--- src/rtl/frame_sequencer.sv ---
// APU frame sequencer: divides CPU cycles into quarter/half-frame clocks and raises the frame IRQ.
// NTSC step timing by default; define FRAME_SEQ_PAL_EN for PAL step and period values.
module frame_sequencer (
  input  logic       clk,
  input  logic       rst_n,
  input  logic       cpu_ce,
  input  logic       wr_en,
  input  logic [7:0] wr_data,
  input  logic       irq_clr,
  output logic       quarter_frame,
  output logic       half_frame,
  output logic       frame_irq,
  output logic [2:0] seq_step
);

`ifdef FRAME_SEQ_PAL_EN
  localparam logic [15:0] STEP_0   = 16'd8313;
  localparam logic [15:0] STEP_1   = 16'd16627;
  localparam logic [15:0] STEP_2   = 16'd24939;
  localparam logic [15:0] STEP_3   = 16'd33252;
  localparam logic [15:0] STEP_4   = 16'd41565;
  localparam logic [15:0] PERIOD_4 = 16'd33253;
  localparam logic [15:0] PERIOD_5 = 16'd41566;
`else
  localparam logic [15:0] STEP_0   = 16'd7457;
  localparam logic [15:0] STEP_1   = 16'd14913;
  localparam logic [15:0] STEP_2   = 16'd22371;
  localparam logic [15:0] STEP_3   = 16'd29829;
  localparam logic [15:0] STEP_4   = 16'd37281;
  localparam logic [15:0] PERIOD_4 = 16'd29830;
  localparam logic [15:0] PERIOD_5 = 16'd37282;
`endif

  typedef enum logic {
    MODE_FOUR = 1'b0,
    MODE_FIVE = 1'b1
  } mode_t;

  typedef struct packed {
    logic       hit;
    logic [2:0] idx;
    logic       q;
    logic       h;
    logic       irq;
  } step_t;

  mode_t       mode;
  logic        inhibit;
  logic [15:0] cycle_cnt;
  logic [15:0] next_cnt;
  step_t       step;
  logic        wrap;
  logic        irq_set;
  logic        irq_clear;
  logic        unused_data;

  assign next_cnt    = cycle_cnt + 16'd1;
  assign wrap        = next_cnt == ((mode == MODE_FIVE) ? PERIOD_5 : PERIOD_4);
  assign unused_data = ^wr_data[5:0];

  always_comb begin
    // NOTE: defaulting the whole struct first keeps this purely combinational; no latch on a miss.
    step = '0;
    if (next_cnt == STEP_0) begin
      step.hit = 1'b1;
      step.idx = 3'd0;
      step.q   = 1'b1;
    end else if (next_cnt == STEP_1) begin
      step.hit = 1'b1;
      step.idx = 3'd1;
      step.q   = 1'b1;
      step.h   = 1'b1;
    end else if (next_cnt == STEP_2) begin
      step.hit = 1'b1;
      step.idx = 3'd2;
      step.q   = 1'b1;
    end else if (next_cnt == STEP_3) begin
      // In five-step mode this step is reached but clocks nothing.
      step.hit = 1'b1;
      step.idx = 3'd3;
      step.q   = (mode == MODE_FOUR);
      step.h   = (mode == MODE_FOUR);
      step.irq = (mode == MODE_FOUR);
    end else if (mode == MODE_FIVE && next_cnt == STEP_4) begin
      step.hit = 1'b1;
      step.idx = 3'd4;
      step.q   = 1'b1;
      step.h   = 1'b1;
    end
  end

  // A write on the same clock suppresses the step, so it cannot raise the IRQ either.
  assign irq_set   = cpu_ce & ~wr_en & step.irq & ~inhibit;
  assign irq_clear = irq_clr | (wr_en & wr_data[6]);

  always_ff @(posedge clk) begin
    // NOTE: all state uses non-blocking assignments; reset is sampled on the clock edge only.
    if (!rst_n) begin
      mode          <= MODE_FOUR;
      inhibit       <= 1'b0;
      cycle_cnt     <= '0;
      seq_step      <= '0;
      quarter_frame <= 1'b0;
      half_frame    <= 1'b0;
      frame_irq     <= 1'b0;
    end else begin
      quarter_frame <= 1'b0;
      half_frame    <= 1'b0;
      if (wr_en) begin
        mode          <= mode_t'(wr_data[7]);
        inhibit       <= wr_data[6];
        cycle_cnt     <= '0;
        seq_step      <= '0;
        quarter_frame <= wr_data[7];
        half_frame    <= wr_data[7];
      end else if (cpu_ce) begin
        cycle_cnt <= wrap ? '0 : next_cnt;
        if (step.hit) begin
          seq_step      <= step.idx;
          quarter_frame <= step.q;
          half_frame    <= step.h;
        end
        if (wrap) begin
          seq_step <= '0;
        end
      end
      frame_irq <= irq_set | (frame_irq & ~irq_clear);
    end
  end

endmodule
--- config.mk ---
export PLATFORM = sky130hd
export DESIGN_NAME = frame_sequencer
export DESIGN_NICKNAME = d
export VERILOG_FILES = /design/src/rtl/frame_sequencer.sv
export SDC_FILE = /design/constraint.sdc
export NUM_CORES = 1
export LEC_CHECK = 0
export BUFFER_PORTS_ARGS = -buffer_cell sky130_fd_sc_hd__buf_2
export CAP_MARGIN = 0
export CORE_MARGIN = 3
export CORE_UTILIZATION = 55
export DETAILED_ROUTE_END_ITERATION = 10
export MAX_ROUTING_LAYER = met4
export PLACE_DENSITY = 0.71
export REMOVE_ABC_BUFFERS = 1
export SYNTH_ARGS = -nofsm -noshare
export SYNTH_HDL_FRONTEND = slang
export SYNTH_SLANG_ARGS = --single-unit
export TNS_END_PERCENT = 1
--- constraint.sdc ---
create_clock -name clk -period 3.52 [get_ports clk]
set_input_delay 0.176 -clock clk [delete_from_list [all_inputs] [get_ports clk]]
set_output_delay 0.176 -clock clk [all_outputs]
set_load 0.005 [all_outputs]
==> results.txt, run 1 <==
The run finished with clean final reports. The global routing usage summed across all routing layers is 0.229. The final layout contains 255 nets. 0 antenna diodes ended up in the layout. Adding up every negative setup slack in the final design gives 0 ns. The count of hold-fix buffers inserted at cts came out at 0. The met3 track demand over resource came out at 0.0264.

Static timing analysis puts the maximum clock frequency at 343 MHz. In this run the tool buffered the top-level ports with 12 buffer cells. In the final routed layout, each cell accounts on average for 15.0 um. The height of the die is 63.9 um. The type of element launching the critical path is a flip-flop. The number of max-slew violations in the final report was 0.

The peak supply drop came out at approximately 130 uV. The start-to-end type of the worst setup path is flip-flop to flip-flop. The signal on the critical path passes through ha_1, nand3_1, buf_4, or4_4, xor2_1, a211oi_2, nand4_1, nand4_2, o32ai_2, a21bo_1.

Clock tree synthesis selected as its root buffer the cell clkbuf_4. The buffering stage count on the worst path with inverters included is 1. The sequential share of the synthesized area came out at 0.260. The final hold violation count is 0.

The total via count in the routed design came out at 1727. The detail-routed via count per cell is 6.15. The largest single stage delay on the critical path is 0.48 ns.

The iteration count of the initial detailed-routing pass is 4. The number of violations reported at the end of detailed-routing iteration 0 came out at around 140. The via count of the first global-routing pass was 1589. In the global route stage, met2 resource usage came out at 0.364. Max-cap violations in this run came to 0. The slew of the pin with the lowest slew margin came out at 0.729 ns. The synthesized netlist cell count is 235.

The average instance area after synthesis came out at slightly below 8 um^2. The clock reaches the later pin of the worst-skew pair after 0.33 ns. The final global-route overflow total came out at 0.

The met1 track demand over resource in global routing is 0.302. Summed over all layers, the routed wires come to 4.21 mm. The standard-cell row count came out at 20. The minimum period implied by the final worst setup slack came out at 2.91 ns.

During I/O placement, the number of pins put on the boundary was 19. In this run, placement finished with an instance count of 277. The relative slew slack came out at 0.514.

The static power due to leakage came out at 0.711 nW. After filler insertion, the fill cell instance count of the layout stands at 276. After detailed routing, the number of remaining DRC violations is 0. At the end of routability-driven placement, the weighted congestion stood at 0.870. The total number of clock tree sinks came out at 24.

The first global-routing pass estimated roughly 7.4 mm of wire. The count of final setup violators came out at 0. Grouping stages by cell kind, the critical path spends the most delay in simple AND/OR/NAND/NOR gates.

Among all stages on the critical path, the largest delay is contributed by dfxtp_1. The initial antenna violation count came to 0. The share of layout cells above drive strength 1 came out at 0.160.

In this run the worst hold path is classified as input port to flip-flop. The most used flip-flop cell after synthesis is dfxtp_1. The width of the die is 63.9 um. In this run, CTS created clock tree buffers numbering 3. After the flow finishes, the layout carries non-filler instances totaling 281. The starting utilization of the core area is 0.590. The distinct cell type count of the synthesized netlist came out at 56. The critical path endpoint category is a flip-flop. The maximum fanout along the worst path came out at 8. The number of synthesized flops with an enable pin is 0. The worst clock skew came out at 0.00632 ns. Setup repair after global routing left no endpoint under its margin. The number of buffers on the longest clock path came out at 2.

The required time of the worst setup path came out at 3.76 ns. The total of cells resized after clock tree synthesis is 0. Synthesis inferred 24 register bits.

The data arrival at the endpoint of the critical path is ~3.2 ns. The number of routed nets with antenna violations is 0. In the synthesized netlist the async set-or-reset flop fraction comes to 0. Entering global routing, the biggest net connects 20 pins. In this run the number of H-tree levels came out at 1. Buffers added to address setup during post-CTS repair amount to 0. The overall die area is 4090 um^2. The standard cell core area came out at about 3100 um^2.

The growth of design area from synthesis to finish came out at 4.95%. After global routing, the most crowded layer is met2. The estimated wirelength of the detail-placed design is slightly above 3 mm. Of the available clock period, the critical path in the final layout requires 0.828.

The post-synth design cell area is ~1800 um^2. The clock tree from TritonCTS is built. The total number of yosys warnings is 0. The total power divided by cell area is 264 nW/um^2. The CTS clock-pin slew for the worst setup and hold paths is 0.14 ns.
## metal layers
metal  wire (um)  up-vias
met5           0        -
met4          82        0
li1            -      854
met3         201        7
met1        1910      825
met2        2020       41
## cells in the mapped netlist (2+ instances only)
cell      instances  area, um^2
a21bo_1           2        20.0
a21boi_0          2        15.0
a21boi_1          3        22.5
a21o_1            2        15.0
a21oi_1          10        50.1
a31oi_1           3        18.8
and3_1            2        12.5
buf_2             7        35.0
buf_4             6        45.0
clkbuf_1          3        11.3
dfxtp_1          24         480
ha_1              4        50.1
inv_1             7        26.3
nand2_1          29         109
nand2b_1          4        25.0
nand3_1          14        70.1
nand3b_1          3        22.5
nand4_1          13        81.3
nand4_2           2        25.0
nor2_1           17        63.8
nor2b_1           3        18.8
nor3_1            6        30.0
nor3b_1           2        15.0
nor4_1            8        50.1
nor4_4            2        42.5
o211ai_1          2        15.0
o21a_1            2        15.0
o21ai_0           9        45.0
o21ai_1           2        10.0
or2_2             2        12.5
or3_1             2        12.5
or4_4             2        22.5
xnor2_1           6        52.6
xor2_1            8        70.1
## placed cells by master, fill, tap and decap left out, types with 3 or more instances in the layout
| master | instances |
|---|---|
| nand2_1 | 29 |
| dfxtp_1 | 24 |
| nor2_1 | 17 |
| nand3_1 | 14 |
| nand4_1 | 13 |
| buf_2 | 12 |
| a21oi_1 | 10 |
| o21ai_0 | 9 |
| nor4_1 | 8 |
| xor2_1 | 8 |
| inv_1 | 7 |
| nor3_1 | 6 |
| xnor2_1 | 6 |
| nand2b_1 | 4 |
| ha_1 | 4 |
| buf_4 | 4 |
| nor2b_1 | 3 |
| a31oi_1 | 3 |
| nand3b_1 | 3 |
| a21boi_1 | 3 |
| clkbuf_4 | 3 |
## power breakdown
part | internal (mW) | switching [mW]
clock network | 0.115 | 0.0911
registers | 0.275 | 0.00277
logic | 0.00971 | 0.0177
total | 0.400 | 0.112
## tightest hold or removal path: stages
cell      delay [ns]
buf_2           0.07
nand3b_1        0.09
a21boi_1        0.05
## layout make-up
cell class | count | area [um^2] | share of cell area
multi-input combinational | 186 | 1230 | 0.636
inverter | 7 | 26.3 | 0.0136
tap | 44 | 55.1 | 0.0284
clock inverter | 1 | 30.0 | 0.0155
timing repair buffer | 16 | 90.1 | 0.0465
sequential | 24 | 480 | 0.248
clock buffer | 3 | 22.5 | 0.0116
## through the flow
stage | hold WS [ns] | instance area (um^2) | util | power, mW | setup WS [ns]
after global routing | 0.102 | 1940 | 0.619 | 0.532 | 0.320
after CTS | 0.0842 | 1940 | 0.619 | 0.516 | 0.618
final | 0.0859 | 1940 | 0.619 | 0.511 | 0.606
after floorplan | 0.324 | 1740 | - | 0.297 | 0.739
after global placement | 0.431 | 1880 | 0.602 | 0.309 | 0.717
after detailed placement | 0.440 | 1880 | 0.602 | 0.310 | 0.636
## kinds of logic (layout without fill, tap and decap cells)
| kind of cell | after synthesis | count (layout) | synth area share |
|---|---|---|---|
| adder cells (fa/ha/maj) | 4 | 4 | 0.0271 |
| AO/OA/AOI/OAI | 45 | 45 | 0.170 |
| XOR/XNOR | 15 | 15 | 0.0753 |
| flip-flops | 24 | 24 | 0.260 |
| AND/OR/NAND/NOR | 122 | 122 | 0.395 |
| buffers and inverters | 25 | 27 | 0.0719 |
## sequential cells by signal (all words and copies together) (netlist names)
name,cells
frame_irq,1
half_frame,1
inhibit,1
mode,1
quarter_frame,1
cycle_cnt,16
seq_step,3
## worst paths after layout
path	startpoint	endpoint	slack, ns	depth (start not counted)
setup / recovery	cycle_cnt[0]	seq_step[1]	0.61	10
hold / removal	irq_clr	frame_irq	0.09	3
setup reg to reg	cycle_cnt[0]	seq_step[1]	0.61	10
hold reg to reg	seq_step[1]	seq_step[1]	0.46	1
Power figures use the tool's default switching activity.
==> inputs of run 2 (changes only) <==
--- a/config.mk
+++ b/config.mk
@@ -5,13 +5,14 @@
 export SDC_FILE = /design/constraint.sdc
 export NUM_CORES = 1
 export LEC_CHECK = 0
+export ABC_AREA = 1
 export BUFFER_PORTS_ARGS = -buffer_cell sky130_fd_sc_hd__buf_2
 export CAP_MARGIN = 0
 export CORE_MARGIN = 3
-export CORE_UTILIZATION = 55
+export CORE_UTILIZATION = 53
 export DETAILED_ROUTE_END_ITERATION = 10
 export MAX_ROUTING_LAYER = met4
-export PLACE_DENSITY = 0.71
+export PLACE_DENSITY = 0.72
 export REMOVE_ABC_BUFFERS = 1
 export SYNTH_ARGS = -nofsm -noshare
 export SYNTH_HDL_FRONTEND = slang
==> constraint.sdc (replaced) <==
create_clock -name clk -period 2.35 [get_ports clk]
set_input_delay 0.1175 -clock clk [delete_from_list [all_inputs] [get_ports clk]]
set_output_delay 0.1175 -clock clk [all_outputs]
set_load 0.005 [all_outputs]
==> run 2 against run 1 <==
Net effect: fmax is 35% higher; combinational power is 89% higher; clock skew is 0.010 ns higher; highest routed layer unchanged; register-to-register slack worse by 0.42 ns; area after synthesis is 2.8% higher.
==> results.txt, run 2 <==
The count of input and output buffers came out at 12 (unchanged). The starting utilization of the core area is 0.560 (-0.0304). The type of element launching the critical path is a flip-flop. The number of storage elements in the synthesis netlist is 24 (unchanged). The average instance area after synthesis was 6.04 um^2 (-23%).

STA classifies the critical path endpoint as a flip-flop. The largest net degree at the start of global routing is 18 (-10%). The total number of yosys warnings is 0 (unchanged). The count of final setup violators was 0 (unchanged).

The count of hold-fix buffers inserted at cts was 0 (unchanged). The data arrival at the endpoint of the critical path is 2.37 ns (-0.79 ns). The initial antenna violation count is 0 (unchanged). The number of max-slew violations in the final report is 0 (unchanged). The total number of nets in the final design was 350 (+37%). The post-synth design cell area is 1900 um^2 (+2.8%). Summed over all instances, the cell type with the most area after synthesis is dfxtp_1. The timing-limited maximum frequency came out at 462 MHz (+35%).

The total number of H-tree levels is 1 (unchanged). The number of fill cells in the layout is 322 (+17%). The sequential share of the synthesized area came to 0.253 (-0.00704). The iteration count of the initial detailed-routing pass came out at 4 (unchanged). Setup repair after global routing could not meet its margin everywhere. In the layout the commonest cells are nand2_1, nor2_1, inv_1.

The number of buffers on the longest clock path is 2 (unchanged). The count of unresolved DRC violations after routing came out at 0 (unchanged). The distinct cell type count of the synthesized netlist is 29 (-48%). The tree is rooted in a clkbuf_4.

The flow ran to the end, and the final reports show no timing, DRC or antenna violations. The required time of the worst setup path came out at 2.56 ns (-1.20 ns). The total via count in the routed design is 1985 (+15%). The detail-routed via count per cell is 5.25 (-15%). The number of violations reported at the end of detailed-routing iteration 0 is 161 (+19%). The overall routed net length is 4.68 mm (+11%).

The count of max-cap constraint violations came out at 0 (unchanged). The synthesized netlist cell count is 314 (+34%). Ranked by flip-flop count, first place goes to cycle_cnt.

The final global-route overflow total was 0 (unchanged). The standard-cell row count is 21 (+5.0%). The most common library cell in the layout ignoring fill and taps is nand2_1.

The final antenna diode count is 0 (unchanged). The total number of clock tree sinks came out at 24 (unchanged). The overall die area is 4330 um^2 (+6.0%). The number of synthesized flops with an enable pin came out at 0 (unchanged).

The post-route cell area is 2160 um^2 (+11%). The static power due to leakage came to 0.804 nW (+13%). The post-route fraction of the period consumed by the critical path came to 0.921 (+0.0930).

In the final layout, the registers with the most flip-flops are cycle_cnt (16), seq_step (3). Counting instances in the post-synthesis netlist gives the leading cell types as nand2_1, nor2_1, dfxtp_1. The relative slew slack is 0.648 (+0.134). The top-area cell type share of the netlist area is 0.253 (-0.00704).

The global routing usage summed across all routing layers came out at 0.238 (+0.00934). The share of flip-flops with an asynchronous set or reset after synthesis is 0 (unchanged). The total clock buffers created by CTS came out at 3 (unchanged). The total power divided by cell area came to 359 nW/um^2 (+36%). The minimum setup slack in the final design came out at 0.186 ns (-0.420 ns). The cell area after placement came to 2030 um^2 (+7.8%).

The clock tree from TritonCTS is built. The setup path with the least slack is of type flip-flop to flip-flop. The slew of the pin with the lowest slew margin was 0.525 ns (-0.204 ns). The flip-flop count of the largest register after layout is 16 (unchanged). The first-pass GRT wire length is 7.89 mm (+7.1%). The count of pins on the block boundary came out at 19 (unchanged). The number of routed nets with antenna violations is 0 (unchanged). Among all flip-flop cells after synthesis, the most frequent one is dfxtp_1. The share of layout cells above drive strength 1 is 0.217 (+0.0565). nand2_1 is the most common cell in the netlist. The height of the die came out at 65.8 um (+3.0%). The worst setup slack before clock tree synthesis is 0.129 ns (-0.508 ns). The path type of the worst min-delay path is input port to flip-flop. The estimated wirelength of the detail-placed design is 3.50 mm (+13%). The maximum fanout along the worst path came out at 10 (+2). The standard cell core area came out at 3390 um^2 (+8.4%). The global placer's final weighted congestion came out at 0.944 (+8.5%). The CTS clock-pin slew for the worst setup and hold paths came out at 0.15 ns (about the same). The via count of the first global-routing pass is 1760 (+11%). By area the synthesized netlist is led by dfxtp_1, nand2_1, nor2_1.

The clock latency reported for the late side of the worst-skew pair is 0.33 ns (about the same). The width of the die is 65.8 um (+3.0%). The final hold violation count came out at 0 (unchanged). The peak supply drop came out at 392 uV (+210%).

The worst clock skew is 0.0167 ns (+0.0104 ns). The area growth from synthesis to layout is 13.7%. The minimum period implied by the final worst setup slack came out at 2.16 ns (-0.750 ns). The mean routed wirelength per cell was 12.4 um (-17%).
## run 2: cell count changes after synthesis, sizes merged, moves of 11 or more
cell	change
a21oi	+11
buf	-13
inv	+22
nand2	+89
nand3	+14
nor2	+30
## run 2: layer usage
layer  track usage  up-vias  share of wire
li1              -     1053              -
met1         0.313      870           0.47
met2         0.384       58           0.46
met3        0.0408        4          0.066
met4        0.0492        0         0.0066
met5             -        -              0
## run 2: final timing paths
check / start / end / slack, ns / cells past startpoint
worst min-delay path: wr_data[7] / half_frame / 0.03 / 3
worst max register to register: cycle_cnt[0] / cycle_cnt[13] / 0.19 / 16
worst max-delay path: cycle_cnt[0] / cycle_cnt[13] / 0.19 / 16
worst min register to register: seq_step[2] / seq_step[2] / 0.49 / 2
## run 2: cells by family after synthesis
logic type | Yosys count | share of synthesized area
XOR/XNOR | 2 | 0.00924
flip-flops | 24 | 0.253
AO/OA/AOI/OAI | 27 | 0.0739
AND/OR/NAND/NOR | 222 | 0.564
adder cells (fa/ha/maj) | 4 | 0.0264
buffers and inverters | 35 | 0.0732
## run 2: final cells by class
| class | count | area (um^2) | share of cell area |
|---|---|---|---|
| clock buffers | 3 | 22.5 | 0.0104 |
| clock inverters | 1 | 30.0 | 0.0139 |
| inverters | 31 | 121 | 0.0563 |
| multi-input cells | 255 | 1340 | 0.619 |
| flip-flops and latches | 24 | 485 | 0.225 |
| well taps | 46 | 57.6 | 0.0267 |
| repair buffers | 18 | 105 | 0.0487 |
## run 2: repair_timing
item	in CTS	in global routing
gates resized for setup	0	20
buffers inserted	0	1
setup endpoints to repair	0	16
## run 2: stage by stage
step           TNS (ns)   util  cells  hold WS, ns  power [mW]
2_1_floorplan         0      -    310        0.258       0.450
3_3_place_gp          0  0.599    373        0.388       0.474
3_5_place_dp          0  0.599    373        0.395       0.474
4_1_cts               0  0.615    377       0.0274       0.783
5_1_grt          -0.157  0.636    378       0.0264       0.809
6_report              0  0.636    378       0.0310       0.775
## run 2: critical path, stage by stage (launching register included)
cell and delay (ns):
dfxtp_2 0.38, buf_4 0.12, inv_1 0.10, nor2_4 0.23
nand3_1 0.11, nand2_1 0.13, nand2_4 0.09, inv_2 0.07
nand2_1 0.06, nor2_2 0.13, nand3_1 0.08, nand2_1 0.10
nand3_4 0.12, nand2_2 0.13, inv_6 0.07, nand2_1 0.07
a21oi_1 0.05
## run 2: power breakdown
group          internal (mW)  switching, mW
clock                  0.173          0.136
sequential             0.412        0.00308
combinational         0.0156         0.0362
